### config.mk
export PLATFORM = sky130hd
export DESIGN_NAME = uart_tx_frame
export DESIGN_NICKNAME = d
export VERILOG_FILES = /design/src/rtl/uart_tx_pkg.sv /design/src/rtl/uart_baud_tick.sv /design/src/rtl/uart_tx_frame.sv
export SDC_FILE = /design/constraint.sdc
export NUM_CORES = 1
export LEC_CHECK = 0
export CORE_UTILIZATION = 55
export CTS_CLUSTER_SIZE = 20
export DETAILED_ROUTE_END_ITERATION = 10
export DONT_BUFFER_PORTS = 1
export PLACE_DENSITY = 0.67
export SYNTH_ARGS = -nofsm -noshare
export SYNTH_HDL_FRONTEND = slang
export SYNTH_HIERARCHICAL = 1
export SYNTH_SLANG_ARGS = --single-unit
export TNS_END_PERCENT = 20
### constraint.sdc
create_clock -name clk -period 4 [get_ports clk]
set_input_delay 1 -clock clk [delete_from_list [all_inputs] [get_ports clk]]
set_output_delay 1 -clock clk [all_outputs]
set_load 0.01 [all_outputs]
### src/rtl/uart_tx_pkg.sv
// uart_tx_pkg: shared state encoding and frame sizing for the UART transmitter
package uart_tx_pkg;
  typedef enum logic [2:0] {IDLE, START, DATA, PARITY, STOP} tx_state_t;
  function automatic int frame_bits(input int data_bits, input int parity, input int stop_bits);
    return 1 + data_bits + parity + stop_bits;
  endfunction
endpackage

### src/rtl/uart_baud_tick.sv
// uart_baud_tick: enabled divider that pulses bit_tick once every DIV enabled cycles
module uart_baud_tick #(
  parameter int DIV = 16
) (
  input  logic clk,
  input  logic rst,
  input  logic en,
  input  logic clr,
  output logic bit_tick
);
  localparam int W = $clog2(DIV);
  logic [W-1:0] cnt;
  assign bit_tick = en && cnt == W'(DIV - 1);
  always_ff @(posedge clk or negedge rst) begin
    if (!rst) cnt <= '0;
    else if (clr) cnt <= '0;
    else if (en) cnt <= bit_tick ? '0 : cnt + 1'b1;
  end
endmodule

### src/rtl/uart_tx_frame.sv
// uart_tx_frame: buffered UART transmitter with internal baud divider.
// Define TX_PARITY_EN to insert a parity bit after the data bits.
import uart_tx_pkg::*;
module uart_tx_frame #(
  parameter int DATA_BITS = 8,
  parameter int BAUD_DIV = 16,
  parameter int STOP_BITS = 1
`ifdef TX_PARITY_EN
  , parameter int PARITY_ODD = 0
`endif
) (
  input  logic                 clk,
  input  logic                 rst,
  input  logic [DATA_BITS-1:0] data_in,
  input  logic                 load,
  output logic                 ready,
  input  logic                 transmit_enable,
  output logic                 data_out,
  output logic                 busy,
  output logic                 character_sent
);
`ifdef TX_PARITY_EN
  localparam int P = 1;
  localparam tx_state_t AFTER_DATA = PARITY;
`else
  localparam int P = 0;
  localparam tx_state_t AFTER_DATA = STOP;
`endif
  localparam int IW = $clog2(frame_bits(DATA_BITS, P, STOP_BITS));
  localparam logic [IW-1:0] LAST_DATA = IW'(DATA_BITS - 1);
  localparam logic [IW-1:0] LAST_STOP = IW'(STOP_BITS - 1);
  tx_state_t state, state_n;
  logic [DATA_BITS-1:0] hold, shift;
  logic hold_valid, tick, last_stop, load_shift, accept;
  logic [IW-1:0] idx;
`ifdef TX_PARITY_EN
  logic par;
`endif
  assign ready = !hold_valid;
  assign accept = load && ready;
  assign busy = state != IDLE;
  assign character_sent = last_stop;
  assign load_shift = state_n == START && state != START;
  uart_baud_tick #(.DIV(BAUD_DIV)) u_tick (
    .clk(clk),
    .rst(rst),
    .en(transmit_enable && state != IDLE),
    .clr(load_shift),
    .bit_tick(tick)
  );
  always_ff @(posedge clk or negedge rst) begin
    if (!rst) state <= IDLE;
    else state <= state_n;
  end
  always_comb begin
    state_n = state;
    last_stop = 1'b0;
    case (state)
      IDLE:   state_n = (hold_valid && transmit_enable) ? START : IDLE;
      START:  state_n = tick ? DATA : START;
      DATA:   state_n = (tick && idx == LAST_DATA) ? AFTER_DATA : DATA;
`ifdef TX_PARITY_EN
      PARITY: state_n = tick ? STOP : PARITY;
`endif
      STOP: begin
        last_stop = tick && idx == LAST_STOP;
        state_n = last_stop ? (hold_valid ? START : IDLE) : STOP;
      end
      default: state_n = IDLE;
    endcase
  end
  always_comb begin
    data_out = 1'b1;
    if (state == START) data_out = 1'b0;
    if (state == DATA) data_out = shift[0];
`ifdef TX_PARITY_EN
    if (state == PARITY) data_out = par;
`endif
  end
  // ready is low whenever hold_valid is set, so accept and load_shift never coincide
  always_ff @(posedge clk or negedge rst) begin
    if (!rst) begin
      hold <= '0;
      hold_valid <= 1'b0;
      shift <= '0;
      idx <= '0;
    end else begin
      if (accept) begin
        hold <= data_in;
        hold_valid <= 1'b1;
      end else if (load_shift) hold_valid <= 1'b0;
      if (load_shift) shift <= hold;
      else if (tick && state == DATA) shift <= shift >> 1;
      if (load_shift) idx <= '0;
      else if (tick) idx <= (state_n != state) ? '0 : idx + 1'b1;
    end
  end
`ifdef TX_PARITY_EN
  always_ff @(posedge clk or negedge rst) begin
    if (!rst) par <= 1'b0;
    else if (load_shift) par <= ^hold ^ 1'(PARITY_ODD);
  end
`endif
endmodule

Yosys cells after proc, flatten, opt, wreduce, memory -nomap -nowiden
Index checks and enable logic that the tools add are counted.
{ "op_classes": {"n_addsub": 2, "eq_ne": 8, "muxes": 19, "n_reduce_logical": 16} }
{ "op_table": {"columns": ["cell", "n"], "rows": [
  ["2-to-1 mux 4 bit", 6],
  ["2-to-1 mux 8 bit", 2],
  ["case mux 3 bit (4 select lines)", 1],
  ["adder 4 x 1 -> 4 bit, second input constant", 2],
  ["logical AND 1 bit", 8],
  ["nonzero test 2 bit", 4],
  ["2-to-1 mux 1 bit", 7],
  ["equality test 3 x 1 -> 1 bit, second input constant", 2],
  ["2-to-1 mux 3 bit", 2],
  ["equality test 4 x 3 -> 1 bit, second input constant", 1],
  ["equality test 4 bit, second input constant", 1],
  ["logical NOT 4 bit", 1],
  ["equality test 3 x 2 -> 1 bit, second input constant", 1],
  ["equality test 3 bit, second input constant", 1],
  ["logical NOT 3 bit", 1],
  ["!= test 3 x 1 -> 1 bit, second input constant", 1],
  ["!= test 3 bit", 1],
  ["nonzero test 3 bit", 1],
  ["2-to-1 mux 2 bit", 1],
  ["logical NOT 1 bit", 1]
]} }
{ "totals": {"register_bits": 28, "input_bits": 12, "output_inout_bits": 4, "wordCells": 51} }

Depth between registers and ports, before layout
Gate-level depths: netlist of run 1.
{ "logic_depth": {"word_depth": 10, "mapped_depth": 10} }

By module
Netlist of run 1, hierarchy kept.
{ "modules_own_cells": {"columns": ["mod", "n_inst", "cells_each", "area_per_inst_um2"], "rows": [
  ["uart_tx_frame", 1, 99, 1233.7],
  ["uart_baud_tick", 1, 22, 205.2]
]} }

Worst setup path after synthesis of run 1
OpenSTA, ideal clock, no wires.
{ "synth_timing": {"kind": "in2out", "start": "in transmit_enable", "end": "out character_sent", "arrival_ps": 1974, "path_slack_ps": 1026, "stages": 5, "n_path_buf": 0, "cell_sequence": "and2_1 -> nand2_2 -> nor2_1 -> and4bb_4 -> and3_1"} }
{ "synth_via": {"elab_chain_cells": 4} }
{ "synth_lines": {"columns": ["item", "line", "text"], "rows": [
  ["start: declaration", "uart_tx_frame.sv:17", "input logic transmit_enable,"],
  ["logical AND 1 bit", "uart_tx_frame.sv:47", ".en(transmit_enable && state != IDLE),"],
  ["logical AND 1 bit", "uart_baud_tick.sv:13", "assign bit_tick = en && cnt == W'(DIV - 1);"],
  ["net tick", "uart_tx_frame.sv:34", "logic hold_valid, tick, last_stop, load_shift, accept;"],
  ["logical AND 1 bit", "uart_tx_frame.sv:66", "last_stop = tick && idx == LAST_STOP;"],
  ["2-to-1 mux 1 bit", "uart_tx_frame.sv:58", "case (state)"],
  ["end: declaration", "uart_tx_frame.sv:20", "output logic character_sent"]
]} }
The timed path passes the listed nets, and every way through them passes these cells.

Worst setup path in the final report of run 1
{ "layout_timing": {"start": "reg state[2]", "end": "out character_sent"} }
{ "layout_via": {"elab_chain_cells": 5} }
{ "layout_lines": {"columns": ["item", "line", "text"], "rows": [
  ["start: declaration", "uart_tx_frame.sv:32", "tx_state_t state, state_n;"],
  ["start signal: assignment", "uart_tx_frame.sv:53", "else state <= state_n;"],
  ["nonzero test 3 bit", null, null],
  ["net busy", "uart_tx_frame.sv:19", "output logic busy,"],
  ["logical AND 1 bit", "uart_tx_frame.sv:47", null],
  ["logical AND 1 bit", "uart_baud_tick.sv:13", null],
  ["net tick", "uart_tx_frame.sv:34", null],
  ["logical AND 1 bit", "uart_tx_frame.sv:66", null],
  ["2-to-1 mux 1 bit", "uart_tx_frame.sv:58", null]
]} }
The timed path passes the listed nets, and every way through them passes these cells.

==> run summary, run 1 <==
================================================================================
Outcome ........................................................... finished, final reports clean
Max-Slew Margin vs Limit ..........................................        48.2%
Maximum level of the CTS H-tree ...................................            1
Final #Nets .......................................................          139
Insertion delay of the later-clocked pin in the worst-skew pair ...      0.31 ns
Via count of the first global-routing pass ........................          873
Arrival time worst endpoint .......................................      2.15 ns
Clock Pin Slew Worst Setup and Hold Paths .........................      0.14 ns
Data required time at the worst endpoint ..........................      3.00 ns
Routed len/inst ...................................................      14.0 um
Wire length of the first global-routing pass ......................      3740 um
Core occupancy in the finished layout .............................        60.4%
Peak ir drop on the vdd network ...................................     0.379 mV
Die outline area ..................................................    2820 um^2
Max-cap violations ................................................            0
Syn nets ..........................................................          136
Cell area power density ...........................................  595 nW/um^2
Most frequent cells in the layout ................................. 28 x sky130_fd_sc_hd__dfrtp_1, 20 x sky130_fd_sc_hd__mux2_2, 8 x sky130_fd_sc_hd__nor2_1, 8 x sky130_fd_sc_hd__a21oi_1
Final Setup Violations ............................................            0
Core ar. ..........................................................    2480 um^2
Syn_area_per_cell .................................................    11.9 um^2
Worst setup path endpoint ......................................... character_sent
Top-level port count ..............................................           16
Most area-consuming cells after synthesis ......................... sky130_fd_sc_hd__dfrtp_1 49%, sky130_fd_sc_hd__mux2_2 16%, sky130_fd_sc_hd__mux2_4 3.1%
R2R Path End ...................................................... shift[6]$_DFFE_PN0P_
Worst hold path class .............................................     in2async
Seq/Total Area, Yosys .............................................        48.7%
Final hold violation count ........................................            0
ANT cells .........................................................            0
Final std cells w/o fill ..........................................          152
Remaining antenna violation count after routing ...................            0
Count of buffers inserted at the top-level ports ..................            0
Top cell type's share of synthesized area .........................        48.7%
Placed cell count .................................................          149
Worst Setup Start Kind ............................................         flop
Worst setup slack before clock tree synthesis .....................      1.05 ns
Vertical extent of the die ........................................      53.2 um
Chain of cells forming the critical path .......................... or3_1, and2_1, nand2_2, nor2_1, and4bb_4, and3_1
Ratio of routed vias to standard cells ............................         5.81
Router iterations before antenna repair ...........................            4
Worst hold slack after final layout ...............................     0.359 ns
Number of antenna violations at the first check in global routing .            0
Setup crit end kind ...............................................   output pin
GP Congestion .....................................................        0.766
Share of post-route cells with drive strength above 1 .............        28.7%
Number of max-slew violations in the final report .................            0
DR DRC count ......................................................            0
Biggest fanout along the worst timing path ........................           11
Clock tree from TritonCTS .........................................          yes
Remaining global-route overflow ...................................            0
Post-cts resize count .............................................            0
Actual slew at the worst max-slew pin .............................     0.776 ns
Final worst-path cycle share ......................................        78.7%
Layout Skew .......................................................   0.00474 ns
Leakage power .....................................................     0.627 nW
Die width .........................................................      53.2 um
Worst Setup Path Type .............................................      reg2out
Largest net degree at the start of global routing .................           29
Worst path setup slack after routing ..............................     0.853 ns
Total Neg Setup Slack .............................................         0 ns
Row cnt ...........................................................           18
R2R Path Start .................................................... state[2]$_DFF_PN0_
Slowest cell on crit path ......................................... sky130_fd_sc_hd__dfrtp_1
DRT Wirelength ....................................................      2140 um
Netlist Area Pre-Place ............................................    1440 um^2
Number of sinks driven by the clock tree ..........................           28
Top achievable clock speed ........................................    0.318 GHz
Growth of design area from synthesis to finish ....................        3.91%
Worst setup path startpoint ....................................... state[2]$_DFF_PN0_
Leading cell type in the layout, fill and taps excluded ........... sky130_fd_sc_hd__dfrtp_1
Post-Synthesis Cells ..............................................          121
Detailed Route Iter0 Violations ...................................            9
Library cells used by synthesis ...................................           34
Final critical delay including setup and external delays ..........      3.15 ns
Cell taking the most area after synthesis ......................... sky130_fd_sc_hd__dfrtp_1
Initial core utilization ..........................................        58.1%
Setup repair after global routing missed its margin ...............        false
Post-synthesis register bit count .................................           28
Total CTS buffers .................................................            3
Post-cts hold buffer count ........................................            0
Slowest stage delay, CP ...........................................      0.53 ns
Synthesis warning total ...........................................            6
Via count .........................................................          883
Depth of the worst register-to-register path ......................            9
Post-CTS setup-driven buffer insertion count ......................            0
GRT Resource Usage Total ..........................................        18.5%
Setup slack on the worst flop-to-flop path ........................      1.33 ns
Detailed Place HPWL ...............................................      1550 um
Master cell of the clock root buffer .............................. sky130_fd_sc_hd__clkbuf_4
Maximum clock insertion buffer count ..............................            2
================================================================================
==> synthesized netlist by cell type <==
| cell | number |
|---|---|
| sky130_fd_sc_hd__nand2b_1 | 3 |
| sky130_fd_sc_hd__and2_1 | 1 |
| sky130_fd_sc_hd__clkbuf_1 | 2 |
| sky130_fd_sc_hd__mux2i_1 | 1 |
| sky130_fd_sc_hd__nor2b_1 | 3 |
| sky130_fd_sc_hd__nand3_1 | 4 |
| sky130_fd_sc_hd__o32a_1 | 1 |
| sky130_fd_sc_hd__xor2_1 | 1 |
| sky130_fd_sc_hd__a2111oi_0 | 2 |
| sky130_fd_sc_hd__and3_1 | 3 |
| sky130_fd_sc_hd__mux2i_4 | 1 |
| sky130_fd_sc_hd__mux2_4 | 3 |
| sky130_fd_sc_hd__nor2_1 | 8 |
| sky130_fd_sc_hd__ha_1 | 3 |
| sky130_fd_sc_hd__nor3_4 | 1 |
| sky130_fd_sc_hd__o32ai_1 | 1 |
| sky130_fd_sc_hd__o21bai_1 | 2 |
| sky130_fd_sc_hd__and4b_1 | 1 |
| sky130_fd_sc_hd__dfrtp_1 | 28 |
| sky130_fd_sc_hd__nor3b_1 | 2 |
| sky130_fd_sc_hd__nand3b_1 | 2 |
| sky130_fd_sc_hd__and4bb_4 | 1 |
| sky130_fd_sc_hd__or2_2 | 1 |
| sky130_fd_sc_hd__buf_2 | 3 |
| sky130_fd_sc_hd__buf_6 | 1 |
| sky130_fd_sc_hd__o21ai_0 | 2 |
| sky130_fd_sc_hd__nor4bb_1 | 1 |
| sky130_fd_sc_hd__inv_1 | 3 |
| sky130_fd_sc_hd__mux2_2 | 20 |
| sky130_fd_sc_hd__a21o_1 | 1 |
| sky130_fd_sc_hd__a21oi_1 | 8 |
| sky130_fd_sc_hd__nand2_2 | 1 |
| sky130_fd_sc_hd__or3_1 | 2 |
| sky130_fd_sc_hd__nand2_1 | 4 |
==> how the worst min path moves through the flow <==
stage	depth (start not counted)	endpoint	from	slack, ns
finish	0	u_tick/cnt[0]$_DFFE_PN0P_	rst	0.36
global route	0	u_tick/cnt[0]$_DFFE_PN0P_	rst	0.32
CTS	0	state[2]$_DFF_PN0_	rst	0.34
detailed placement	1	hold[2]$_DFFE_PN0P_	hold[2]$_DFFE_PN0P_	0.50
global placement	1	hold[4]$_DFFE_PN0P_	hold[4]$_DFFE_PN0P_	0.49
floorplan	1	hold[0]$_DFFE_PN0P_	hold[0]$_DFFE_PN0P_	0.47
==> logic make-up after synthesis <==
group                      after synthesis  share of synthesized area [%]
and+or+nand+nor                         38                           16.3
DFF                                     28                           48.7
AOI/OAI and AO/OA                       17                           7.57
muxes                                   25                           21.0
buffers and inverters                    9                           3.13
xor gates and xnor gates                 1                          0.609
adders and majority gates                3                           2.61
==> critical path: cells and delay by family (launching register included) <==
family	cells	cell delay [ns]
and+or+nand+nor	6	1.30
DFF	1	0.53
==> power by group <==
part           switching [W]  total, W  internal (W)
Clock              0.0000737  0.000109     0.0000352
Combinational       0.000130  0.000314      0.000184
Sequential         0.0000728  0.000468      0.000395
Total               0.000277  0.000890      0.000613
==> sequential cells by signal (all words and copies together), names as in the netlist <==
| signal | flops |
|---|---|
| hold | 8 |
| u_tick/cnt | 4 |
| state | 3 |
| hold_valid | 1 |
| shift | 8 |
| idx | 4 |
==> cell type report <==
type	count	area, um^2
Sequential cell	28	701
Inverter	3	11.3
Clock buffer	3	22.5
Timing Repair Buffer	4	30.0
Multi-Input combinational cell	84	693
Tap cell	30	37.5
Fill cell	209	982
==> per-layer routing <==
| metal | global-route usage (%) | part of all wire, % | up-vias |
|---|---|---|---|
| met3 | 3.45 | 4.1 | 2 |
| met4 | 5.26 | 0.66 | 0 |
| met1 | 24.9 | 48 | 426 |
| met5 | 0 | 0 | - |
| met2 | 30.4 | 47 | 18 |
| li1 | - | - | 437 |
==> per-stage QoR <==
step,power (W),cell area (um^2)
3_3_place_gp,0.000774,1470
4_1_cts,0.000902,1500
2_1_floorplan,0.000732,1440
5_1_grt,0.000961,1500
3_5_place_dp,0.000791,1470
6_report,0.000890,1500
(Power assumes the default switching activity.)
==> inputs of run 2 (changes only) <==
==> constraint.sdc (replaced) <==
create_clock -name clk -period 3.1 [get_ports clk]
set_input_delay 0.775 -clock clk [delete_from_list [all_inputs] [get_ports clk]]
set_output_delay 0.775 -clock clk [all_outputs]
set_load 0.01 [all_outputs]
==> run summary, run 2 (synthesis gave the netlist of run 1 again) <==
================================================================================
Clock Pin Slew Worst Setup and Hold Paths .........................      0.14 ns
Wire length of the first global-routing pass ......................      3640 um
Detailed Route Iter0 Violations ...................................            5
Top achievable clock speed ........................................    0.350 GHz
Max Used Layer ....................................................         met4
Actual slew at the worst max-slew pin .............................     0.725 ns
Number of antenna violations at the first check in global routing .            0
Core occupancy in the finished layout .............................        61.2%
Leading cell type in the layout, fill and taps excluded ........... sky130_fd_sc_hd__dfrtp_1
Slowest cell on crit path ......................................... sky130_fd_sc_hd__dfrtp_1
Top-level port count ..............................................           16
Count of buffers inserted at the top-level ports ..................            0
Routed met3 length ................................................        82 um
GRT Resource Usage Total ..........................................        18.8%
Biggest fanout along the worst timing path ........................            9
Final std cells w/o fill ..........................................          154
Worst hold path class .............................................     in2async
Post-cts resize count .............................................            0
Number of max-slew violations in the final report .................            0
Slowest stage delay, CP ...........................................      0.48 ns
Most frequent cells in the layout ................................. 28 x sky130_fd_sc_hd__dfrtp_1, 20 x sky130_fd_sc_hd__mux2_2, 8 x sky130_fd_sc_hd__nor2_1, 8 x sky130_fd_sc_hd__a21oi_1, 5 x sky130_fd_sc_hd__buf_4
Share of post-route cells with drive strength above 1 .............        29.8%
Arrival time worst endpoint .......................................      2.08 ns
Vertical extent of the die ........................................      53.2 um
Biggest registers after layout .................................... hold: 8 flops, shift: 8 flops
Initial core utilization ..........................................        58.1%
Router iterations before antenna repair ...........................            4
Final worst-path cycle share ......................................        92.1%
Row cnt ...........................................................           18
Layout Skew .......................................................   0.00434 ns
Chain of cells forming the critical path .......................... or3_1, and2_1, nand2_2, nor2_1, and4bb_4, and3_1
Worst Setup Path Type .............................................      reg2out
Maximum level of the CTS H-tree ...................................            1
Remaining antenna violation count after routing ...................            0
Setup crit end kind ...............................................   output pin
Ratio of routed vias to standard cells ............................         5.88
Number of sinks driven by the clock tree ..........................           28
Routed met2 length ................................................      1060 um
Insertion delay of the later-clocked pin in the worst-skew pair ...      0.32 ns
Max-Slew Margin vs Limit ..........................................        51.6%
Via count .........................................................          906
DR DRC count ......................................................            0
Outcome ........................................................... finished, final reports clean
Worst Setup Start Kind ............................................         flop
Clock tree from TritonCTS .........................................          yes
Remaining global-route overflow ...................................            0
Maximum clock insertion buffer count ..............................            2
Placed cell count .................................................          150
Post-cts hold buffer count ........................................            0
Leakage power .....................................................     0.640 nW
Growth of design area from synthesis to finish ....................        5.39%
Via count of the first global-routing pass ........................          822
Total CTS buffers .................................................            3
Post-CTS setup-driven buffer insertion count ......................            0
Final critical delay including setup and external delays ..........      2.85 ns
Cell area power density ...........................................  780 nW/um^2
Fill cell count ...................................................          215
Final #Nets .......................................................          140
GP Congestion .....................................................        0.844
Data required time at the worst endpoint ..........................      2.32 ns
Total Neg Setup Slack .............................................         0 ns
ANT cells .........................................................            0
Die outline area ..................................................    2820 um^2
Cell area reported after detailed placement .......................    1480 um^2
Met1 layer wirelength in the final routing ........................      1050 um
Core ar. ..........................................................    2480 um^2
Overall Power .....................................................    0.00118 W
Setup repair after global routing missed its margin ...............        false
Routed len/inst ...................................................      14.5 um
Die width .........................................................      53.2 um
Final Setup Violations ............................................            0
Largest net degree at the start of global routing .................           29
Detailed Place HPWL ...............................................      1640 um
Master cell of the clock root buffer .............................. sky130_fd_sc_hd__clkbuf_4
Peak ir drop on the vdd network ...................................     0.558 mV
Max-cap violations ................................................            0
Area of all placed cells without fillers ..........................    1520 um^2
DRT Wirelength ....................................................      2240 um
Final hold violation count ........................................            0
================================================================================
run 2: routing by layer:
| layer | GRT usage [%] | up-vias |
|---|---|---|
| li1 | - | 440 |
| met1 | 24.4 | 446 |
| met2 | 29.3 | 16 |
| met3 | 3.45 | 4 |
| met4 | 10.5 | 0 |
| met5 | 0 | - |
run 2: through the flow:
stage               setup WS, ns  hold slack (ns)
floorplan                  0.541            0.475
global placement           0.473            0.480
detailed placement         0.455            0.480
CTS                        0.245            0.107
global route               0.121           0.0830
finish                     0.246            0.121
run 2: critical path: cells and delay by family (launching register included):
| family | cells | cell delay, ns |
|---|---|---|
| DFF | 1 | 0.48 |
| and+or+nand+nor | 6 | 1.27 |
run 2: worst paths after layout:
kind,slack (ns),depth (start not counted),from,to
min in group clk,0.52,1,hold[4]$_DFFE_PN0P_,shift[4]$_DFFE_PN0P_
setup / recovery,0.25,6,state[1]$_DFF_PN0_,character_sent
setup reg to reg,0.43,9,state[0]$_DFF_PN0_,shift[5]$_DFFE_PN0P_
hold / removal,0.12,0,rst,hold[3]$_DFFE_PN0P_
max in group asynchronous,2.91,0,rst,shift[4]$_DFFE_PN0P_
hold reg to reg,0.52,1,hold[4]$_DFFE_PN0P_,shift[4]$_DFFE_PN0P_
run 2: report_power, final:
part	internal (W)	total, W	switching (W)
clock	0.0000719	0.000173	0.000101
sequential	0.000509	0.000605	0.0000956
combinational	0.000236	0.000405	0.000169
run 2: area by class of cell:
class	instances	area [um^2]	share of cell area, %
Tap cell	30	37.5	2.48
Sequential cell	28	701	46.2
Clock buffer	4	36.3	2.39
Inverter	3	11.3	0.743
Multi-Input combinational cell	84	693	45.7
Timing Repair Buffer	5	37.5	2.48
